===== src/rtl/cnn_window_gen.sv =====
// ---------------------------------------------------------------------------
// cnn_window_gen
//
// Streaming KY x KX window generator for the CNN core. Accepts one raster-scan
// pixel per valid cycle for an IW x IH single-channel feature map, keeps the
// previous KY-1 rows in line buffers and, for every pixel that completes a
// full window (valid-mode, stride 1), emits the packed window with a one-cycle
// valid pulse one cycle after the pixel is accepted.
//
// Ports
//   clk            clock
//   reset_n        asynchronous active-low reset
//   i_soft_reset   synchronous clear, wins over every other input
//   i_pixel_valid  pixel present this cycle (always accepted, no backpressure)
//   i_pixel        pixel value
//   o_win_valid    one-cycle pulse, o_win_FM holds a complete window
//   o_win_FM       packed window; element (ky,kx) at [(ky*KX+kx)*BIT_IN_F +: BIT_IN_F],
//                  ky=0 oldest row, kx=0 oldest column; holds while o_win_valid=0
//   o_frame_done   one-cycle pulse after the last pixel of a frame
//   o_busy         frame in progress
//
// State table
//   state  | meaning
//   IDLE   | no frame in progress; next accepted pixel is (0,0)
//   ACTIVE | pixel (0,0) accepted, last pixel of the frame not yet accepted
// ---------------------------------------------------------------------------
module cnn_window_gen #(
  parameter int KX       = 3,
  parameter int KY       = 3,
  parameter int BIT_IN_F = 8,
  parameter int IW       = 8,
  parameter int IH       = 8
) (
  input  logic                         clk,
  input  logic                         reset_n,
  input  logic                         i_soft_reset,
  input  logic                         i_pixel_valid,
  input  logic [BIT_IN_F-1:0]          i_pixel,
  output logic                         o_win_valid,
  output logic [BIT_IN_F*KY*KX-1:0]    o_win_FM,
  output logic                         o_frame_done,
  output logic                         o_busy
);

  localparam int CW  = (IW > 1) ? $clog2(IW) : 1;
  localparam int RW  = (IH > 1) ? $clog2(IH) : 1;
  localparam int WW  = BIT_IN_F * KY * KX;
  localparam int NLB = (KY > 1) ? KY - 1 : 1;

  typedef enum logic {
    IDLE   = 1'b0,
    ACTIVE = 1'b1
  } state_t;

  state_t state;

  logic [CW-1:0]       col;
  logic [RW-1:0]       row;

  // Line buffer 0 holds the most recent completed row, NLB-1 the oldest.
  logic [BIT_IN_F-1:0] line_buf [NLB][IW];
  logic [BIT_IN_F-1:0] win      [KY][KX];
  logic [BIT_IN_F-1:0] col_vec  [KY];
  logic [WW-1:0]       win_next_flat;

  logic accept;
  logic col_last;
  logic row_last;
  logic frame_last;
  logic at_origin;
  logic trigger;

  // A pixel presented together with soft reset is discarded.
  assign accept     = i_pixel_valid && !i_soft_reset;
  assign col_last   = (col == CW'(IW - 1));
  assign row_last   = (row == RW'(IH - 1));
  assign frame_last = col_last && row_last;
  assign at_origin  = (col == '0) && (row == '0);
  // Depends only on the counters, so stale line-buffer data from an earlier
  // (or aborted) frame is never part of an emitted window.
  assign trigger    = (row >= RW'(KY - 1)) && (col >= CW'(KX - 1));

  // Column entering the window: oldest row at index 0, live pixel at KY-1.
  always_comb begin
    for (int ky = 0; ky < KY; ky++) begin
      col_vec[ky] = i_pixel;
    end
    for (int ky = 0; ky < KY - 1; ky++) begin
      col_vec[ky] = line_buf[KY-2-ky][col];
    end
  end

  // Window after this pixel's shift, already in the packed output order.
  always_comb begin
    win_next_flat = '0;
    for (int ky = 0; ky < KY; ky++) begin
      for (int kx = 0; kx < KX - 1; kx++) begin
        win_next_flat[(ky*KX+kx)*BIT_IN_F +: BIT_IN_F] = win[ky][kx+1];
      end
      win_next_flat[(ky*KX+KX-1)*BIT_IN_F +: BIT_IN_F] = col_vec[ky];
    end
  end

  // Data path storage: never cleared, only written by accepted pixels.
  always_ff @(posedge clk) begin
    if (accept) begin
      for (int ky = 0; ky < KY; ky++) begin
        for (int kx = 0; kx < KX; kx++) begin
          win[ky][kx] <= win_next_flat[(ky*KX+kx)*BIT_IN_F +: BIT_IN_F];
        end
      end
      line_buf[0][col] <= i_pixel;
      for (int k = 1; k < KY - 1; k++) begin
        line_buf[k][col] <= line_buf[k-1][col];
      end
    end
  end

  // Control: counters, FSM and registered outputs.
  always_ff @(posedge clk or negedge reset_n) begin
    if (!reset_n) begin
      state        <= IDLE;
      col          <= '0;
      row          <= '0;
      o_win_valid  <= 1'b0;
      o_frame_done <= 1'b0;
      o_win_FM     <= '0;
    end else if (i_soft_reset) begin
      state        <= IDLE;
      col          <= '0;
      row          <= '0;
      o_win_valid  <= 1'b0;
      o_frame_done <= 1'b0;
      o_win_FM     <= '0;
    end else begin
      o_win_valid  <= 1'b0;
      o_frame_done <= 1'b0;
      if (i_pixel_valid) begin
        if (col_last) begin
          col <= '0;
          row <= row_last ? '0 : row + 1'b1;
        end else begin
          col <= col + 1'b1;
        end

        if (trigger) begin
          o_win_valid <= 1'b1;
          o_win_FM    <= win_next_flat;
        end
        o_frame_done <= frame_last;

        case (state)
          IDLE:    if (at_origin)  state <= ACTIVE;
          ACTIVE:  if (frame_last) state <= IDLE;
          default: state <= IDLE;
        endcase
      end
    end
  end

  // The FSM spends one cycle in IDLE between back-to-back frames; while a new
  // frame's first pixel is being presented in that cycle, keep busy asserted
  // so the port shows no gap.
  assign o_busy = (state == ACTIVE) || (o_frame_done && accept);

endmodule


===== config.mk =====
export PLATFORM = sky130hd
export DESIGN_NAME = cnn_window_gen
export DESIGN_NICKNAME = d
export VERILOG_FILES = /design/src/rtl/cnn_window_gen.sv
export SDC_FILE = /design/constraint.sdc
export NUM_CORES = 1
export LEC_CHECK = 0
export BUFFER_PORTS_ARGS = -buffer_cell sky130_fd_sc_hd__buf_2
export CORE_ASPECT_RATIO = 1.25
export CORE_MARGIN = 1
export CORE_UTILIZATION = 38
export CTS_CLUSTER_DIAMETER = 40
export DETAILED_ROUTE_END_ITERATION = 16
export GPL_ROUTABILITY_DRIVEN = 0
export HOLD_SLACK_MARGIN = 0.08
export SLEW_MARGIN = 5
export SYNTH_ARGS = -nofsm -noshare
export SYNTH_HDL_FRONTEND = slang
export SYNTH_SLANG_ARGS = --single-unit

===== constraint.sdc =====
create_clock -name clk -period 5 [get_ports clk]
set_input_delay 0.5 -clock clk [delete_from_list [all_inputs] [get_ports clk]]
set_output_delay 0.5 -clock clk [all_outputs]
set_load 0.01 [all_outputs]

Word-level counts from Yosys, hierarchy flattened
Memory sizes are Yosys's and may differ from the RTL's.
Index checks and enable logic that the tools add are counted.

operators by class
  reductions and logical operators = 15
  multiply operators = 0
  shift-type cells = 0
  eq/ne operators = 2
  divide/modulo/power cells = 0
  multiplexer cells = 31
  $add $sub $neg = 2
  bitwise logic cells = 2
  $lt $le $gt $ge = 4

operator list
  operator               count
  $mux W72               3
  $mux W64               1
  $bmux W8 S3            2
  $mux W8                5
  $demux W8 S3           1
  $mux W3                7
  $mux W1                11
  $add A3 B1 Y3 const B  2
  $eq A3 B3 Y1 const B   2
  $ge A3 B2 Y1 const B   2
  $logic_and A1 B1 Y1    6
  $logic_not A3 Y1       2
  $reduce_bool A2 Y1     3
  $ge A4 B4 Y1 const B   1
  $lt A4 B1 Y1 const B   1
  $not A3 Y4             1
  $reduce_and A2 Y1      2
  $pmux W1 S2            1
  $logic_not A1 Y1       1
  $logic_or A1 B1 Y1     1
  $not A1 Y1             1

word-level totals
  ROM bits = 0
  logic and storage cells = 64
  bits in writable memories = 200
  flip-flop bits (word level) = 81
  memories kept = 2
  output and inout port bits = 75
  bits in latches = 0

memory list
  memory    depth  bits a word  read ports  clocked after memory_dff  write ports  RTL line  source
  line_buf  2      64           2           0                         2            61        logic [BIT_IN_F-1:0] line_buf [NLB][IW];
  win       3      24           3           0                         3            62        logic [BIT_IN_F-1:0] win [KY][KX];

Depth between registers and ports, before layout
  word-level depth = 7
  gate-level depth with buffers = 9
  gate-level depth less buffers = 5

Least setup slack after synthesis
Ideal clock, no wire load.

  kind = input -> register
  from = input port i_soft_reset
  to = memory line_buf[0][112] in the netlist's numbering (enable)
  stages = 4
  library setup time = 0.409 ns
  arrival = 4.595 ns
  data required time = 4.591 ns
  slack = -0.004 ns
  cells stage by stage = buf_2 -> nor2b_1 -> nand2_1 -> nor3_1

RTL lines
  item                RTL line  source
  start: declaration  36        input logic i_soft_reset,
  end: declaration    61

Final worst setup path
  from = register col[2]
  to = register o_win_FM[22]

between the ends
  longest elaborated chain between the ends = 7
  elaborated cells between the ends (all ways) = 11
  classes of those cells = 1 x order compare; 6 x mux; 1 x bitwise; 3 x reduce/logical

RTL lines
  item                                         RTL line  source
  start: declaration                           57        logic [CW-1:0] col;
  start signal: assignment                     143       col <= col + 1'b1;
  $not A3 Y4 (implied by the code)             89        col_vec[ky] = line_buf[KY-2-ky][col];
  $bmux W8 S3                                  89
  $mux W8 (implied by the code) (2 in series)  89
  $mux W72                                     146       if (trigger) begin
  $mux W72                                     138       if (i_pixel_valid) begin
  $mux W72                                     128       end else if (i_soft_reset) begin
  end signal: assignment                       148       o_win_FM <= win_next_flat;
  end: declaration                             40        output logic [BIT_IN_F*KY*KX-1:0] o_win_FM,

Parallel ways exist; a longest one is shown, timed or not. The select of a mux whose other input is x is not followed.
A chain may end at the register's enable or synchronous reset.

==> impl_metrics.env <==
export IMPL_status="completed"
export IMPL_required_ps=5450
export IMPL_holdPathStages=2
export IMPL_ir_drop_uv=193.2
export IMPL_synthMuxAreaShare=0.09989
export IMPL_rsz0062_at_grt="false"
export IMPL_fillers=2037
export IMPL_numCtsBuffers=28
export IMPL_wire_per_inst_um=19.67
export IMPL_route_detailed_drc=0
export IMPL_synthSimpleGateAreaFrac=0.01522
export IMPL_synth_nets=476
export IMPL_ant_nets=0
export IMPL_fin_tns_setup_ps=0
export IMPL_ys_warnings_count=0
export IMPL_yosys_area_top_type="edfxtp_1"
export IMPL_fin_util=0.4662
export IMPL_nets=573
export IMPL_drt_iter0_markers=257
export IMPL_hold_viol_final=0
export IMPL_cp_end_kind="flip-flop"
export IMPL_synth_top_cells_by_count="edfxtp_1, dfrtp_1, a22o_1"
export IMPL_period_share=0.5728
export IMPL_vias=4634
export IMPL_vias_per_cell=5.149
export IMPL_synth_compound_area_frac=0.07305
export IMPL_slowest_delay_ps=990
export IMPL_path_delay_family="simple AND/OR/NAND/NOR gates"
export IMPL_wirelength_mm=17.70
export IMPL_synth_seq_cells=257
export IMPL_grt_max_degree=73
export IMPL_cts_tree="built"
export IMPL_drive_gt1_frac=0.3443
export IMPL_cts_clk_slew_worst_paths_ps=60
export IMPL_overflow=0
export IMPL_setup_viol=0
export IMPL_p_per_area_mw_per_mm2=424.2
export IMPL_clkPwrFrac=0.460
export IMPL_num_io_pins=87
export IMPL_yosysMostFrequentCell="edfxtp_1"
export IMPL_cp_slowest_cell="dfrtp_1"
export IMPL_dieArea_mm2=0.02529
export IMPL_synthFlopType="edfxtp_1"
export IMPL_worstMarginPinSlew_ps=1107
export IMPL_hold_slack_ps=310.2
export IMPL_grt_use_total=0.1447
export IMPL_critical_path_buf_inv_count=1
export IMPL_hold_path_class="in2reg"
export IMPL_cts_num_sinks=257
export IMPL_clock_path_buffers=3
export IMPL_synthXorXnorAreaFrac=0.0009348
export IMPL_ff2ff_path_depth=4
export IMPL_firstDrtPassIters=4
export IMPL_worstPathArrival_ps=3320
export IMPL_path_depth=4
export IMPL_synth_top_area_frac=0.5641
export IMPL_multiInputGateArea_mm2=0.001927
export IMPL_netlist_instances=456
export IMPL_syn_area_mm2=0.009369
export IMPL_worstSkewPairLatency_ps=520
export IMPL_area_growth_pct=19.23
export IMPL_fmax_mhz=349.2
export IMPL_slew_headroom=0.2619
export IMPL_power_leakage_uw=0.004388
export IMPL_io_buffer_count=86
export IMPL_synth_distinct_cells=31
export IMPL_period_needed_ps=2864
export IMPL_antenna_found_initial=0
export IMPL_post_dp_hpwl_mm=10.89
export IMPL_start_util=0.3910
export IMPL_grt_pass1_vias=4892
export IMPL_regArea_mm2=0.007313
export IMPL_critical_path_class="reg2reg"
export IMPL_fin_skew_ps=12.64
export IMPL_avgSynthCellArea_um2=20.55
export IMPL_p_int_uw=3757
export IMPL_seq_power_share=0.498
export IMPL_cts_root_buf="clkbuf_16"
export IMPL_synthAdderAreaFrac=0.01068
export IMPL_slew_violations=0
export IMPL_grt_first_pass_wirelength_mm=28.08
export IMPL_core_area_mm2=0.02396
export IMPL_die_w_um=142.4
export IMPL_die_h_um=177.6
export IMPL_cts_htree_levels=1
export IMPL_antenna_cells=0
export IMPL_path_max_fanout=57
export IMPL_maxCapViolCount=0
export IMPL_p_sw_frac=0.2073
export IMPL_synthArstFlopShare=0.3152
export IMPL_synth_top_family_by_area="multiplexers"
export IMPL_synth_edf_count=176
export IMPL_ys_seq_area_frac=0.7804
export IMPL_comb_power_share=0.042
export IMPL_cp_cell_sequence="or3_1 > and3_2 > buf_4 > a22o_1"
export IMPL_startpoint_type="flip-flop"
export IMPL_rows=63
export IMPL_yosys_top_cells_area="edfxtp_1, dfrtp_1, a22o_1"
export IMPL_switching_power_uw=982.2
[repair_timing]
| action | 4_1_cts | 5_1_grt |
|---|---|---|
| setup endpoints to repair | 0 | 0 |
| resized for setup | 0 | 0 |
| buffers inserted | 0 | 0 |
| hold buffers | 1 | 0 |
| endpoints found under the hold margin | 19 | 0 |
[stage by stage]
step / power, uW / area [um2] / worst slack [ps] / std cells
2_1_floorplan: 2531 / 9371 / 1076 / 456
3_5_place_dp: 2609 / 10140 / 1898 / 847
3_3_place_gp: 2602 / 10140 / 1976 / 847
5_1_grt: 4893 / 11170 / 1845 / 900
4_1_cts: 4789 / 11170 / 2066 / 900
6_report: 4739 / 11170 / 2136 / 900
[layer usage]
metal,up-vias,GRT usage,share of wire
li1,2051,-,-
met1,2435,0.1904,0.43
met2,122,0.2475,0.50
met3,26,0.02240,0.051
met4,0,0.04167,0.015
met5,-,0,0
[registers in the layout, summed over array words and instances (netlist names)]
name	cells
line_buf	128
o_win_FM	72
win	48
col	3
row	3
o_frame_done	1
o_win_valid	1
state	1
[cell usage in the layout (no fill, tap or decap), types with 7 or more instances in the layout]
| cell type | count |
|---|---|
| edfxtp_1 | 176 |
| buf_2 | 85 |
| dfrtp_1 | 80 |
| a22o_1 | 72 |
| clkbuf_16 | 30 |
| mux4_2 | 28 |
| mux2_2 | 16 |
| ha_1 | 8 |
| nand2_1 | 7 |
| buf_4 | 7 |
[final cells by class]
class	count	area share
clock inverters	18	0.02106
multi-input cells	169	0.1725
well taps	325	0.03640
flip-flops and latches	257	0.6547
clock buffers	34	0.07034
repair buffers	93	0.04368
inverters	4	0.001344
[cells by family after synthesis]
group / count (synthesis)
AOI/OAI and AO/OA: 79
xor gates and xnor gates: 1
adders and majority gates: 8
buffers and inverters: 30
DFF: 257
muxes: 50
and+or+nand+nor: 31
[worst paths after layout]
path | start | end | slack [ps]
max | col[2] | o_win_FM[22] | 2140
min | i_soft_reset | row[2] | 310
max reg2reg | col[2] | o_win_FM[22] | 2140
min reg2reg | win[2][5] | win[2][13] | 440
max in group asynchronous | reset_n | col[0] | 3490
min in group asynchronous | reset_n | o_win_FM[10] | 390
[power by group through the flow]
stage | combinational (uW) | clock [uW] | sequential (uW)
6_report | 199 | 2180 | 2360
5_1_grt | 220 | 2310 | 2360
4_1_cts | 207 | 2220 | 2360
3_5_place_dp | 206 | 0 | 2400
3_3_place_gp | 202 | 0 | 2400
2_1_floorplan | 135 | 0 | 2400
Note: power is estimated with default switching activity, not from simulation.
